## src/rtl/stopwatch_pkg.sv

```systemverilog
// Shared types and constants for the stopwatch control stage.
package stopwatch_pkg;

  typedef enum logic [1:0] {
    IDLE = 2'd0,
    RUN  = 2'd1,
    LAP  = 2'd2,
    STOP = 2'd3
  } state_t;

  typedef logic [3:0] bcd_t;

  localparam int unsigned TICK_DIV_DEFAULT = 500000;
  localparam int unsigned MOD_CS           = 100;
  localparam int unsigned MOD_SM           = 60;

endpackage

```

## src/rtl/stopwatch_ctrl_bcd_digit_pair.sv

```systemverilog
// Two-digit BCD counter (00..MODULUS-1) with synchronous clear and carry-out.
module bcd_digit_pair
  import stopwatch_pkg::*;
#(
  parameter int unsigned MODULUS = MOD_CS
) (
  input  logic       CLK,
  input  logic       RSTN,
  input  logic       EN,
  input  logic       CLR,
  output logic [3:0] TENS,
  output logic [3:0] UNITS,
  output logic       CO
);

  localparam bcd_t TENS_MAX = bcd_t'(MODULUS / 10 - 1);

  // Carry is combinational so a whole cascade advances on the same edge.
  assign CO = EN && (TENS == TENS_MAX) && (UNITS == 4'd9);

  always_ff @(posedge CLK or negedge RSTN) begin
    if (!RSTN) begin
      TENS  <= '0;
      UNITS <= '0;
    end else if (CLR) begin
      TENS  <= '0;
      UNITS <= '0;
    end else if (EN) begin
      if (UNITS == 4'd9) begin
        UNITS <= '0;
        TENS  <= (TENS == TENS_MAX) ? '0 : TENS + 4'd1;
      end else begin
        UNITS <= UNITS + 4'd1;
      end
    end
  end

endmodule

```

## src/rtl/stopwatch_ctrl.sv

```systemverilog
// Stopwatch control: start/stop/lap/clear FSM, centisecond prescaler,
// MM:SS.cc BCD time counter, frozen-on-lap display register and status LEDs.
module stopwatch_ctrl
  import stopwatch_pkg::*;
#(
  parameter int unsigned TICK_DIV = TICK_DIV_DEFAULT
) (
  input  logic       CLK,
  input  logic       RSTN,
  input  logic       START_SIG,
  input  logic       LAP_SIG,
  output logic [3:0] DISP_M10,
  output logic [3:0] DISP_M1,
  output logic [3:0] DISP_S10,
  output logic [3:0] DISP_S1,
  output logic [3:0] DISP_C10,
  output logic [3:0] DISP_C1,
  output logic       RUN_LED,
  output logic       LAP_LED
);

  localparam int unsigned PW = $clog2(TICK_DIV);
  localparam logic [PW-1:0] PMAX = PW'(TICK_DIV - 1);

  state_t        state;
  logic [PW-1:0] presc;
  logic          running, tick, lap_req, clr, freeze;
  logic          cs_carry, sec_carry, min_carry_unused;
  logic [3:0]    cs_t, cs_u, sec_t, sec_u, min_t, min_u;

  assign running = (state == RUN) || (state == LAP);
  assign tick    = running && (presc == PMAX);
  assign lap_req = LAP_SIG && !START_SIG;
  assign clr     = (state == IDLE) || ((state == STOP) && lap_req);
  // Hold the display on the edge entering LAP and while LAP persists;
  // any pulse that leaves LAP reloads the live count on that same edge.
  assign freeze  = ((state == RUN) && lap_req) ||
                   ((state == LAP) && !START_SIG && !LAP_SIG);

  always_ff @(posedge CLK or negedge RSTN) begin
    if (!RSTN) begin
      state   <= IDLE;
      RUN_LED <= 1'b0;
      LAP_LED <= 1'b0;
    end else begin
      case (state)
        IDLE: if (START_SIG) begin
          state   <= RUN;
          RUN_LED <= 1'b1;
        end
        RUN: if (START_SIG) begin
          state   <= STOP;
          RUN_LED <= 1'b0;
        end else if (lap_req) begin
          state   <= LAP;
          LAP_LED <= 1'b1;
        end
        LAP: if (START_SIG) begin
          state   <= STOP;
          RUN_LED <= 1'b0;
          LAP_LED <= 1'b0;
        end else if (lap_req) begin
          state   <= RUN;
          LAP_LED <= 1'b0;
        end
        STOP: if (START_SIG) begin
          state   <= RUN;
          RUN_LED <= 1'b1;
        end else if (lap_req) begin
          state   <= IDLE;
        end
        default: begin
          state   <= IDLE;
          RUN_LED <= 1'b0;
          LAP_LED <= 1'b0;
        end
      endcase
    end
  end

  always_ff @(posedge CLK or negedge RSTN) begin
    if (!RSTN) begin
      presc <= '0;
    end else if (clr) begin
      presc <= '0;
    end else if (running) begin
      presc <= tick ? '0 : presc + PW'(1);
    end
  end

  bcd_digit_pair #(.MODULUS(MOD_CS)) u_cs (
    .CLK(CLK), .RSTN(RSTN), .EN(tick), .CLR(clr),
    .TENS(cs_t), .UNITS(cs_u), .CO(cs_carry)
  );

  bcd_digit_pair #(.MODULUS(MOD_SM)) u_sec (
    .CLK(CLK), .RSTN(RSTN), .EN(cs_carry), .CLR(clr),
    .TENS(sec_t), .UNITS(sec_u), .CO(sec_carry)
  );

  bcd_digit_pair #(.MODULUS(MOD_SM)) u_min (
    .CLK(CLK), .RSTN(RSTN), .EN(sec_carry), .CLR(clr),
    .TENS(min_t), .UNITS(min_u), .CO(min_carry_unused)
  );

  always_ff @(posedge CLK or negedge RSTN) begin
    if (!RSTN) begin
      {DISP_M10, DISP_M1, DISP_S10, DISP_S1, DISP_C10, DISP_C1} <= '0;
    end else if (!freeze) begin
      {DISP_M10, DISP_M1, DISP_S10, DISP_S1, DISP_C10, DISP_C1} <=
        {min_t, min_u, sec_t, sec_u, cs_t, cs_u};
    end
  end

endmodule

```

## config.mk

```make
export PLATFORM = sky130hd
export DESIGN_NAME = stopwatch_ctrl
export DESIGN_NICKNAME = d
export VERILOG_FILES = /design/src/rtl/stopwatch_pkg.sv /design/src/rtl/stopwatch_ctrl_bcd_digit_pair.sv /design/src/rtl/stopwatch_ctrl.sv
export SDC_FILE = /design/constraint.sdc
export NUM_CORES = 1
export LEC_CHECK = 0
export ABC_AREA = 0
export BUFFER_PORTS_ARGS = -buffer_cell sky130_fd_sc_hd__buf_2
export CORE_MARGIN = 2
export CORE_UTILIZATION = 40
export CTS_CLUSTER_SIZE = 28
export DETAILED_ROUTE_END_ITERATION = 7
export GPL_ROUTABILITY_DRIVEN = 1
export GPL_TIMING_DRIVEN = 0
export PLACE_DENSITY = 0.55
export SYNTH_ARGS = -nofsm -noshare
export SYNTH_HDL_FRONTEND = slang
export SYNTH_SLANG_ARGS = --single-unit
```

## constraint.sdc

```tcl
create_clock -name CLK -period 2.07 [get_ports CLK]
set_clock_uncertainty 0.2 [all_clocks]
set_input_delay 0.207 -clock CLK [delete_from_list [all_inputs] [get_ports CLK]]
set_output_delay 0.207 -clock CLK [all_outputs]
set_load 0.1 [all_outputs]
```

* After elaboration in Yosys (flattened, before gate mapping) *
Cells that the tools add are included.

word-level totals
  register bits = 71
  output and inout port bits = 26
  logic and storage cells = 113

operators by class
  $add $sub $neg = 7
  equality and inequality tests = 18
  muxes and demuxes = 40
  reductions and logical operators = 32

operators with widths
  kind                                                                     count
  4-bit two-way mux                                                        21
  19-bit two-way mux                                                       3
  4-bit by 1-bit adder with 4-bit output, second input constant            6
  19-bit by 1-bit adder with 19-bit output, second input constant          1
  19-bit == test, second input constant                                    1
  4-bit == test, second input constant                                     4
  2-bit nonzero test                                                       8
  2-bit two-way mux                                                        7
  1-bit logical AND                                                        10
  3-bit inequality test, second input constant                             3
  4-bit by 3-bit == test with 1-bit output, second input constant          2
  2-bit one-hot mux with 4 select lines                                    1
  2-bit AND reduction                                                      4
  4-bit AND reduction                                                      2
  1-bit two-way mux                                                        6
  2-bit inequality test, second input constant                             3
  2-bit == test, second input constant                                     2
  2-bit by 1-bit inequality test with 1-bit output, second input constant  2
  1-bit one-hot mux with 2 select lines                                    2
  2-bit OR reduction                                                       2
  1-bit logical OR                                                         3
  2-bit by 1-bit == test with 1-bit output, second input constant          1
  1-bit zero test                                                          2
  2-bit zero test                                                          1

* Longest topological paths before layout *
  depth in word-level cells = 9
  depth in mapped cells = 8

* By module *
From an unflattened synthesis, not the netlist that was laid out.

unflattened totals
  cells, all modules = 342
  area, all modules = 3768.6 sq um

by module, submodules not included
  module                      times used  cells an instance  area each (sq um)  seq. area each (sq um)
  stopwatch_ctrl              1           193                2307.2             1176.1
  bcd_digit_pair (u_min ...)  2           49                 486.7              200.2
  bcd_digit_pair (u_cs)       1           51                 488.0              200.2

* Worst setup path before layout *
OpenSTA, ideal clock, no wires.

  kind = register to register
  start = register state[0]
  end = register u_cs.TENS[2]
  setup time = 123 ps
  data arrival time = 1956 ps
  data required time = 1747 ps
  setup slack = -210 ps
  cell stages (with the launch flop) = 9
  clock period less this slack = 2280 ps
  cell sequence = dfrtp_1 -> inv_1 -> ha_1 -> clkbuf_8 -> nand4b_1 -> nor4_4 -> buf_2 -> nand4_1 -> mux2i_1

on the way
  word-level cells in the longest chain between the ends = 5
  elaborated cells between the ends (all ways) = 12
  classes of those cells = eq/ne (3); mux (1); reduce/logical (8)

RTL lines
  what                                                          line                                        source
  start, declared                                               stopwatch_ctrl.sv:25                        state_t state;
  start signal, assigned                                        stopwatch_ctrl.sv:42                        state <= IDLE;
  start signal, assigned                                        stopwatch_ctrl.sv:48                        state <= RUN;
  start signal, assigned                                        stopwatch_ctrl.sv:52                        state <= STOP;
  2-bit == test (tied with other cells)                         stopwatch_ctrl.sv:34                        assign clr = (state == IDLE) || ((state == STOP) && lap_req);
  1-bit logical AND / 1-bit logical OR (equally long branches)  stopwatch_ctrl.sv:34, stopwatch_ctrl.sv:31
  1-bit logical OR / 1-bit logical AND (equally long branches)  stopwatch_ctrl.sv:34, stopwatch_ctrl.sv:32
  2-bit nonzero test (no source line)                           -
  2-bit AND reduction (no source line)                          -
  end signal, assigned                                          stopwatch_ctrl_bcd_digit_pair.sv:31         TENS <= (TENS == TENS_MAX) ? '0 : TENS + 4'd1;
  end, declared                                                 stopwatch_ctrl_bcd_digit_pair.sv:11         output logic [3:0] TENS,

Several ways; a longest one is shown, not always the timed one.
A chain may end at the register's enable or synchronous reset.

* Final worst setup path *
  start = register state[0]
  end = register u_min.TENS[2]

on the way
  word-level cells in the longest chain between the ends = 9
  elaborated cells between the ends (all ways) = 16
  classes of those cells = eq/ne (3); mux (1); reduce/logical (12)

RTL lines
  what                                                                              line                                 source
  2-bit by 1-bit == test with 1-bit output / 2-bit == test (equally long branches)  stopwatch_ctrl.sv:31                 assign running = (state == RUN) || (state == LAP);
  1-bit logical OR                                                                  stopwatch_ctrl.sv:31
  1-bit logical AND                                                                 stopwatch_ctrl.sv:32                 assign tick = running && (presc == PMAX);
  1-bit logical AND (4 in a row)                                                    stopwatch_ctrl_bcd_digit_pair.sv:19  assign CO = EN && (TENS == TENS_MAX) && (UNITS == 4'd9);
  2-bit nonzero test (no source line)                                               -
  2-bit AND reduction (no source line)                                              -
  end signal, assigned                                                              stopwatch_ctrl_bcd_digit_pair.sv:31
  end, declared                                                                     stopwatch_ctrl_bcd_digit_pair.sv:11

Several ways; a longest one is shown, not always the timed one.

==> results.tsv <==
stage	metric	value	unit
outcome	status	complete, but fails checks	
outcome	violations	setup timing	
timing	fin_crit_sh	109	%
route	avgViaCountPerCell	5.68	
critical_path	crit_chain	inv_2 > ha_4 > and4b_2 > nand4_1 > clkbuf_8 > buf_6 > o311a_1 > a41o_1	
min_path	hold_path_startpoint	LAP_SIG	
layout	regMostFlops	presc	
cts	cts_tree	built	
pwr	p_leak	2.50	nW
timing	hold_viol_final	0	
synth	ys_async_sr_fraction	100	%
critical_path	r2r-start	state[0]	
pwr	vdd_ir_drop_max	0.512	mV
global_routing	grt_pass1_wl	17.8	mm
placed_design	preCtsSetupSlack	-0.833	ns
timing	tightest_slew	0.598	ns
cts	numCtsBuffers	9	
timing	drv_slew	0	
route	wl_met3	510	µm
placed_design	io_buffers	29	
timing	fmax	443	MHz
layout	antenna_cells	0	
synth	syn-cell-area	3880	µm²
cts	clockBufferDepth	2	
critical_path	crit_start	state[0]	
min_path	hold_end	LAP_LED	
global_routing	antenna_found_initial	0	
cts	clock-sinks	71	
die	start_util	41.6	%
route	vias	3519	
placed_design	place_hpwl	6.64	mm
global_routing	grt_max_degree	46	
pwr	powerDensity	883	nW/µm²
timing	fin_setup_tns	-5.40	ns
synth	synth-seq-area-share	45.7	%
critical_path	crit_family	compound AO/OA/AOI/OAI gates	
critical_path	r2r_slack	-0.19	ns
route	wirelength	11.3	mm
die	die_w	103	µm
placed_design	gp_congestion	0.890	
synth	netlist_instances	384	
job	drv_cap	0	
route	highest_layer	met4	
route	wl_per_cell	18.3	µm
route	drt_iter0_drc	232	
global_routing	grt_overflow_total	0	
timing	min_period	2.26	ns
critical_path	worstSetupPathType	flip-flop to flip-flop	
critical_path	cp_num_buf_inv	3	
route	wl_met2	5.33	mm
cts	h-tree-depth	3	
synth	synth_flop_cell	dfrtp_1	
synth	synth_nets	406	
die	core_area	9330	µm²
route	wl_met1	5.32	mm
pwr	finalPower	4.86	mW
timing	rsz0062_at_grt	true	
critical_path	startpoint_type	flip-flop	
synth	synth.distinct_cells	57	
cts	clock_latency	0.35	ns
synth	yosysWarnings	0	
min_path	hold_path.class	input port to flip-flop	
route	dr.pass1.iters	5	
critical_path	cp.required	2.11	ns
layout	syn2layout_area_growth	41.6	%
route	drcViolationCount	0	
layout	largest_register_ff_count	19	
timing	setup_viol	61	
die	dieArea	10500	µm²
die	die_y	103	µm
layout	drive_above_1_share	43.9	%
min_path	hold_depth	3	
critical_path	r2r_end	u_min.TENS[2]	
die	core.rowCount	35	
layout	final_common_cell	dfrtp_1	
critical_path	path_max_fanout	6	
die	num_io_pins	30	
timing	slew_headroom	59.8	%
layout	fillers	824	
synth	synth_edf_count	0	
layout	final_cell_mix	dfrtp_1 (62), buf_4 (45), buf_2 (28)	
critical_path	cp_slowest_cell	dfrtp_1	
layout	fin_nets	508	
cts	clkTransAtPathRegs	0.08	ns
timing	fin_ws	-0.187	ns
critical_path	worstPathArrival	2.30	ns
synth	ys_ff_latch	71	
route	drt.antenna.violating_nets	0	
critical_path	reg2reg_depth	8	
synth	avgSynthCellArea	10.1	µm²
global_routing	grt_usage	22.2	%
cts	cts_root_buf	clkbuf_8	
layout	fin_util	59.0	%
global_routing	grt_pass1_vias	3385	
critical_path	critPathCaptureType	flip-flop	
critical_path	max_stage_delay	0.39	ns
[routing by layer]
| metal | vias up | global-route usage [%] |
|---|---|---|
| met5 | - | 0 |
| met4 | 0 | 7.49 |
| li1 | 1655 | - |
| met2 | 106 | 34.1 |
| met1 | 1743 | 31.8 |
| met3 | 15 | 3.86 |
[per-stage QoR]
stage / hold WS (ns) / cell area (µm²) / instances
3_5_place_dp: -0.0425 / 4260 / 543
2_1_floorplan: -0.289 / 3930 / 384
6_report: 0.0878 / 5500 / 619
3_3_place_gp: 0.259 / 4230 / 542
5_1_grt: 0.120 / 5500 / 619
4_1_cts: 0.0382 / 5160 / 607
[worst reg2reg max path, stage by stage (launching register included)]
cell,delay [ns]
dfrtp_1,0.39
inv_2,0.08
ha_4,0.28
and4b_2,0.24
nand4_1,0.15
clkbuf_8,0.21
buf_6,0.13
o311a_1,0.28
a41o_1,0.20
[where the power goes]
group	leakage, nW	switching, mW	internal (mW)
logic	1.44	1.20	0.979
registers	0.961	0.0922	1.48
clock network	0.0953	0.564	0.548
[worst max path at each step]
stage | endpoint | slack, ns | cells after the start
floorplan | u_sec.UNITS[1] | -0.07 | 7
global placement | u_min.UNITS[3] | -0.79 | 7
detailed placement | u_min.UNITS[3] | -0.83 | 7
CTS | u_min.TENS[2] | -0.18 | 8
global route | u_min.TENS[2] | -0.27 | 8
finish | u_min.TENS[2] | -0.19 | 8
[cells by family after synthesis]
logic type      Yosys count  synth area share, %
buf+inv                  35                 3.70
simple gates            147                 22.2
fa+ha+maj                18                 5.80
xor+xnor                 10                 2.25
mux                      28                 7.76
compound gates           75                 12.6
flops                    71                 45.7
[repair_timing]
action | 4_1_cts | 5_1_grt
endpoints found under the setup margin | 65 | 67
endpoints found under the hold margin | 72 | 0
pin swaps | 36 | 17
setup buffers | 46 | 13
cloned | 3 | 2
hold buffers | 2 | 0
resized for setup | 90 | 69
[cell usage after synthesis, drive strengths merged (2+ instances only)]
cell type  number  area share (%)
o21ai          22             2.8
buf             2            0.23
a211oi          3            0.58
mux2i          11             2.8
a211o           3            0.68
or4             9             1.8
or3            10             1.6
nand3b          5            0.97
clkbuf         17             1.9
o22ai           2            0.32
a2111oi         3            0.68
xnor2           6             1.4
a41oi           2            0.45
nor4           11             2.2
o31ai           9             1.7
mux2           17             4.9
and3            7             1.1
nor3            7            0.90
nand4          19             3.1
ha             18             5.8
dfrtp          71              46
and2            2            0.32
and3b           7             1.6
nor2           21             2.0
xor2            4            0.90
nand3          13             2.0
o41ai           2            0.45
nand2          26             2.5
inv            16             1.5
a21oi          16             2.1
a31oi           3            0.48
[final cells by class]
type,count,area [µm²],area share [%]
multi-input cells,279,2390,43.5
flip-flops and latches,71,1790,32.5
repair buffers,92,731,13.3
plain buffers,17,176,3.21
well taps,129,161,2.93
clock buffers,9,124,2.25
inverters,16,63.8,1.16
clock inverters,6,61.3,1.11
Power figures use the tool's default switching activity.
